[config.mk]
export PLATFORM = sky130hd
export DESIGN_NAME = cdb_arbiter
export DESIGN_NICKNAME = d
export VERILOG_FILES = /design/src/rtl/rv32i_types.sv /design/src/rtl/cdb_arbiter_rr_picker.sv /design/src/rtl/cdb_arbiter.sv
export SDC_FILE = /design/constraint.sdc
export NUM_CORES = 1
export LEC_CHECK = 0
export BUFFER_PORTS_ARGS = -buffer_cell sky130_fd_sc_hd__buf_2
export CAP_MARGIN = 20
export CORE_MARGIN = 2
export CORE_UTILIZATION = 30
export CTS_BUF_LIST = sky130_fd_sc_hd__clkbuf_4
export CTS_CLUSTER_DIAMETER = 60
export DETAILED_ROUTE_END_ITERATION = 7
export GPL_TIMING_DRIVEN = 1
export PLACE_DENSITY_LB_ADDON = 0.25
export SLEW_MARGIN = 10
export SYNTH_ARGS = -nofsm -noshare
export SYNTH_HDL_FRONTEND = slang
export SYNTH_SLANG_ARGS = --single-unit
[constraint.sdc]
create_clock -name clk -period 8.1 [get_ports clk]
set_input_delay 1.62 -clock clk [delete_from_list [all_inputs] [get_ports clk]]
set_output_delay 1.62 -clock clk [all_outputs]
set_load 0.02 [all_outputs]
[src/rtl/rv32i_types.sv]
// rtl/rv32i_types.sv - shared CDB lane type and default arbiter sizing
package rv32i_types;

    localparam int NUM_REQ_DEF  = 4;
    localparam int CDB_SIZE_DEF = 2;
    // Widest ROB tag a lane can carry; narrower tags are zero-extended.
    localparam int ROB_W_MAX    = 8;

    typedef struct packed {
        logic                 valid;
        logic [ROB_W_MAX-1:0] rob;
        logic [31:0]          rd_v;
    } cdb_lane_t;

endpackage

[src/rtl/cdb_arbiter_rr_picker.sv]
// rtl/cdb_arbiter_rr_picker.sv - rotating pick of up to CDB_SIZE requesters starting at ptr
module rr_picker
    import rv32i_types::*;
#(
    parameter int NUM_REQ  = NUM_REQ_DEF,
    parameter int CDB_SIZE = CDB_SIZE_DEF,
    parameter int PW       = 2
) (
    input  logic [NUM_REQ-1:0]  valid,
    input  logic [PW-1:0]       ptr,
    output logic [NUM_REQ-1:0]  grant,
    output logic [PW-1:0]       lane_idx [CDB_SIZE],
    output logic [CDB_SIZE-1:0] lane_vld,
    output logic [PW-1:0]       next_ptr
);

    localparam int CW = $clog2(CDB_SIZE + 1);

    // Walk requesters from ptr with wraparound; the k-th hit is steered to lane k.
    always_comb begin
        logic [PW:0]   sum;
        logic [PW-1:0] idx;
        logic [PW-1:0] last;
        logic [CW-1:0] cnt;
        grant    = '0;
        lane_vld = '0;
        for (int k = 0; k < CDB_SIZE; k++) lane_idx[k] = '0;
        cnt  = '0;
        last = ptr;
        sum  = '0;
        idx  = '0;
        for (int j = 0; j < NUM_REQ; j++) begin
            sum = {1'b0, ptr} + (PW+1)'(j);
            if (sum >= (PW+1)'(NUM_REQ)) sum = sum - (PW+1)'(NUM_REQ);
            idx = sum[PW-1:0];
            if (valid[idx] && (cnt < CW'(CDB_SIZE))) begin
                grant[idx] = 1'b1;
                for (int k = 0; k < CDB_SIZE; k++) begin
                    if (cnt == CW'(k)) begin
                        lane_idx[k] = idx;
                        lane_vld[k] = 1'b1;
                    end
                end
                cnt  = cnt + 1'b1;
                last = idx;
            end
        end
        next_ptr = (last == PW'(NUM_REQ - 1)) ? '0 : last + 1'b1;
    end

endmodule

[src/rtl/cdb_arbiter.sv]
// rtl/cdb_arbiter.sv - round-robin CDB arbiter; CDB_ARB_PERF_EN adds per-requester grant counters
module cdb_arbiter
    import rv32i_types::*;
#(
    parameter int NUM_REQ   = NUM_REQ_DEF,
    parameter int CDB_SIZE  = CDB_SIZE_DEF,
    parameter int ROB_DEPTH = 3
) (
    input  logic                 clk,
    input  logic                 rst,
    input  logic                 flush,
    input  logic [NUM_REQ-1:0]   req_valid,
    input  logic [ROB_DEPTH-1:0] req_rob   [NUM_REQ],
    input  logic [31:0]          req_data  [NUM_REQ],
    output logic [NUM_REQ-1:0]   req_ready,
    output logic [CDB_SIZE-1:0]  cdb_valid,
    output logic [ROB_DEPTH-1:0] cdb_rob   [CDB_SIZE],
    output logic [31:0]          cdb_rd_v  [CDB_SIZE]
`ifdef CDB_ARB_PERF_EN
    ,
    output logic [31:0]          perf_grant_cnt [NUM_REQ]
`endif
);

    localparam int PW = (NUM_REQ > 1) ? $clog2(NUM_REQ) : 1;

    logic [PW-1:0]       rr_ptr_q, rr_ptr_d;
    logic [NUM_REQ-1:0]  pick_grant;
    logic [PW-1:0]       lane_idx [CDB_SIZE];
    logic [CDB_SIZE-1:0] lane_vld;
    logic [PW-1:0]       next_ptr;
    logic                arb_en;
    cdb_lane_t           lane_q [CDB_SIZE];
    cdb_lane_t           lane_d [CDB_SIZE];

    rr_picker #(
        .NUM_REQ  (NUM_REQ),
        .CDB_SIZE (CDB_SIZE),
        .PW       (PW)
    ) u_picker (
        .valid    (req_valid),
        .ptr      (rr_ptr_q),
        .grant    (pick_grant),
        .lane_idx (lane_idx),
        .lane_vld (lane_vld),
        .next_ptr (next_ptr)
    );

    // Grants are suppressed during reset and flush so nothing is popped that will not be broadcast.
    assign arb_en    = rst & ~flush;
    assign req_ready = arb_en ? pick_grant : '0;

    // Next lane contents and pointer; idle lanes keep stale tag/data with valid low.
    always_comb begin
        rr_ptr_d = rr_ptr_q;
        if (arb_en && (|pick_grant)) rr_ptr_d = next_ptr;
        for (int k = 0; k < CDB_SIZE; k++) begin
            lane_d[k]       = lane_q[k];
            lane_d[k].valid = 1'b0;
            if (arb_en && lane_vld[k]) begin
                lane_d[k].valid = 1'b1;
                lane_d[k].rob   = ROB_W_MAX'(req_rob[lane_idx[k]]);
                lane_d[k].rd_v  = req_data[lane_idx[k]];
            end
        end
    end

    // Lane and pointer registers, cleared asynchronously by reset.
    always_ff @(posedge clk or negedge rst) begin
        if (!rst) begin
            rr_ptr_q <= '0;
            for (int k = 0; k < CDB_SIZE; k++) lane_q[k] <= '0;
        end else begin
            rr_ptr_q <= rr_ptr_d;
            for (int k = 0; k < CDB_SIZE; k++) lane_q[k] <= lane_d[k];
        end
    end

    // Unpack lane registers onto the broadcast ports.
    always_comb begin
        for (int k = 0; k < CDB_SIZE; k++) begin
            cdb_valid[k] = lane_q[k].valid;
            cdb_rob[k]   = lane_q[k].rob[ROB_DEPTH-1:0];
            cdb_rd_v[k]  = lane_q[k].rd_v;
        end
    end

`ifdef CDB_ARB_PERF_EN
    logic [31:0] perf_q [NUM_REQ];

    // Saturating count of transfers per requester.
    always_ff @(posedge clk or negedge rst) begin
        if (!rst) begin
            for (int i = 0; i < NUM_REQ; i++) perf_q[i] <= '0;
        end else begin
            for (int i = 0; i < NUM_REQ; i++) begin
                if (req_valid[i] && req_ready[i] && (perf_q[i] != '1)) perf_q[i] <= perf_q[i] + 1'b1;
            end
        end
    end

    assign perf_grant_cnt = perf_q;
`endif

endmodule

==> impl_metrics.env <==
export IMPL_status="completed"
export IMPL_syn_num_nets=727
export IMPL_endpoint_kind="output pin"
export IMPL_cts_root_buf="clkbuf_4"
export IMPL_cts_hold_buf=0
export IMPL_die_area_mm2=0.0211
export IMPL_nNetsFinal=906
export IMPL_nFillCells=2043
export IMPL_vias=5757
export IMPL_hpwl_um=13900
export IMPL_max_stage_delay_ns=0.88
export IMPL_drv_slew=0
export IMPL_grt_pass1_wl_um=31900
export IMPL_rows=51
export IMPL_syn_avg_cell_area_um2=10.5
export IMPL_regArea_mm2=0.00185
export IMPL_grt_total_usage=0.185
export IMPL_final_common_cell="buf_2"
export IMPL_vias_per_cell=5.64
export IMPL_antenna_found_initial=3
export IMPL_fin_crit_sh=0.807
export IMPL_setup_violations=0
export IMPL_start_util=0.306
export IMPL_grt_max_degree=71
export IMPL_synthesis_instances=568
export IMPL_start_kind="flip-flop"
export IMPL_setup_tns_ns=0
export IMPL_cts_setup_buffers=0
export IMPL_critPathRequiredTime_ns=6.48
export IMPL_area_growth_pct=22.5
export IMPL_cap_viol_max_count=0
export IMPL_antenna_left=0
export IMPL_gr_total_overflow=0
export IMPL_die_w_um=145
export IMPL_tightest_slew_ns=1.10
export IMPL_clockBufferDepth=2
export IMPL_die_y_um=145
export IMPL_finalClockSkew_ns=0.0264
export IMPL_ys_ff_latch=74
export IMPL_clock_latency_ns=0.45
export IMPL_grt_pass1_vias=5720
export IMPL_yosysSeqAreaShare=0.309
export IMPL_ctsResizeCount=0
export IMPL_io_pins=223
export IMPL_cp_buffers_inverters=2
export IMPL_cp_top_family="adder cells"
export IMPL_io_buffers=222
export IMPL_routed_wl_um=20000
export IMPL_cts_max_level=3
export IMPL_ys_types=56
export IMPL_cpMaxStageDelayCell="dfrtp_1"
export IMPL_multiInputGateArea_mm2=0.00375
export IMPL_async_flop_share=1.00
export IMPL_synth_edf_count=0
export IMPL_gp_congestion=0.803
export IMPL_rsz0062_at_grt="false"
export IMPL_yosys_warnings=0
export IMPL_drt_pass1_iterations=7
export IMPL_core_mm2=0.0195
export IMPL_drc=0
export IMPL_ys_flop_type="dfrtp_1"
export IMPL_period_minus_slack_ns=6.54
export IMPL_first_iter_violations=323
export IMPL_clkTransAtPathRegs_ns=0.11
export IMPL_final_cell_mix="buf_2, mux2i_1, dfrtp_1, a221oi_1, nand2_1"
export IMPL_cts_tree="done"
export IMPL_critical_path_cell_chain="clkinv_1 > ha_1 > mux4_2 > ha_1 > nor2b_1 > nand2_1 > a21oi_4 > a21boi_0 > nor2_1 > buf_2"
export IMPL_numCtsBuffers=9
export IMPL_arrival_ns=4.92
export IMPL_max_freq_mhz=153
export IMPL_hold_viol_final=0
export IMPL_cp_common_cell="ha_1"
export IMPL_slew_limit_headroom=0.264
export IMPL_netlist_area_mm2=0.00598
export IMPL_path_max_fanout=20
export IMPL_hp_class="flip-flop to flip-flop"
export IMPL_wl_per_cell_um=19.7
export IMPL_drive_gt1_frac=0.386
export IMPL_cts_sinks=74
export IMPL_crit_type="flip-flop to output pin"
==> tightest hold or removal path: cells and delay by family, from the launching register on <==
| family | cells | cell delay (ns) |
|---|---|---|
| flops | 1 | 0.36 |
| compound gates | 2 | 0.11 |
==> state kept, by name (all words and copies together), names as in the netlist <==
signal / flops
cdb_rd_v: 64
cdb_rob: 6
cdb_valid: 2
rr_ptr_q: 2
==> cells in the mapped netlist, types with 2 or more instances <==
| master | count | area (um^2) |
|---|---|---|
| nand2_1 | 41 | 154 |
| and2_1 | 2 | 12.5 |
| inv_1 | 6 | 22.5 |
| buf_2 | 30 | 150 |
| o21ai_0 | 6 | 30.0 |
| mux2i_1 | 113 | 1130 |
| mux4_2 | 3 | 67.6 |
| o221ai_2 | 22 | 330 |
| buf_1 | 2 | 7.51 |
| xnor2_1 | 2 | 17.5 |
| nand3_1 | 2 | 10.0 |
| a2bb2oi_1 | 36 | 315 |
| buf_4 | 8 | 60.1 |
| mux2_2 | 2 | 22.5 |
| a31oi_1 | 4 | 25.0 |
| a222oi_1 | 4 | 40.0 |
| nand2b_1 | 3 | 18.8 |
| or3_1 | 2 | 12.5 |
| a21oi_1 | 5 | 25.0 |
| a211oi_1 | 2 | 15.0 |
| a21boi_0 | 4 | 30.0 |
| o31ai_1 | 36 | 270 |
| or2_1 | 2 | 12.5 |
| nor2_1 | 10 | 37.5 |
| a221oi_1 | 71 | 622 |
| buf_6 | 11 | 124 |
| dfrtp_1 | 74 | 1850 |
| nor2b_1 | 2 | 12.5 |
| o221ai_1 | 13 | 114 |
| clkbuf_1 | 13 | 48.8 |
| ha_1 | 12 | 150 |
==> layout make-up <==
type	instances	area share
Antenna cell	3	0.00102
Clock buffer	12	0.0123
Clock inverter	4	0.0104
Inverter	8	0.00427
Multi-Input combinational cell	422	0.512
Sequential cell	74	0.253
Tap cell	265	0.0452
Timing Repair Buffer	232	0.162
==> kinds of logic after synthesis <==
logic type	synth area share
AOI/OAI and AO/OA	0.332
and+or+nand+nor	0.0537
buffers and inverters	0.0705
DFF	0.309
adders and majority gates	0.0251
muxes	0.206
xor gates and xnor gates	0.00293
==> through the flow <==
step | util | hold WS (ns) | setup WS, ns | area, um^2 | instances
floorplan | - | 0.587 | 2.74 | 5980 | 568
global placement | 0.366 | 0.468 | 1.96 | 7150 | 1001
detailed placement | 0.366 | 0.469 | 1.89 | 7150 | 1001
CTS | 0.375 | 0.499 | 1.51 | 7320 | 1017
global route | 0.375 | 0.529 | 1.10 | 7330 | 1020
finish | 0.375 | 0.498 | 1.56 | 7330 | 1020
==> path summary, 6_finish.rpt <==
| kind | start | endpoint | slack [ns] | cells past startpoint |
|---|---|---|---|---|
| worst min-delay path | cdb_rd_v[50] | cdb_rd_v[50] | 0.50 | 2 |
| max in group asynchronous | rst | cdb_rd_v[2] | 6.01 | 2 |
| worst min register to register | cdb_rd_v[50] | cdb_rd_v[50] | 0.50 | 2 |
| worst max-delay path | rr_ptr_q[0] | req_ready[2] | 1.56 | 10 |
| worst max register to register | rr_ptr_q[0] | cdb_rd_v[0] | 1.97 | 12 |
| min in group asynchronous | rst | cdb_rd_v[10] | 1.08 | 1 |
==> metal layers <==
metal / part of all wire / track usage
met5: 0 / 0
met2: 0.48 / 0.309
met1: 0.45 / 0.245
met3: 0.045 / 0.0314
met4: 0.016 / 0.0554
Power is left out: the tool's default activity adds up to more than one toggle a clock period on the data nets, which glitch-free logic cannot reach.
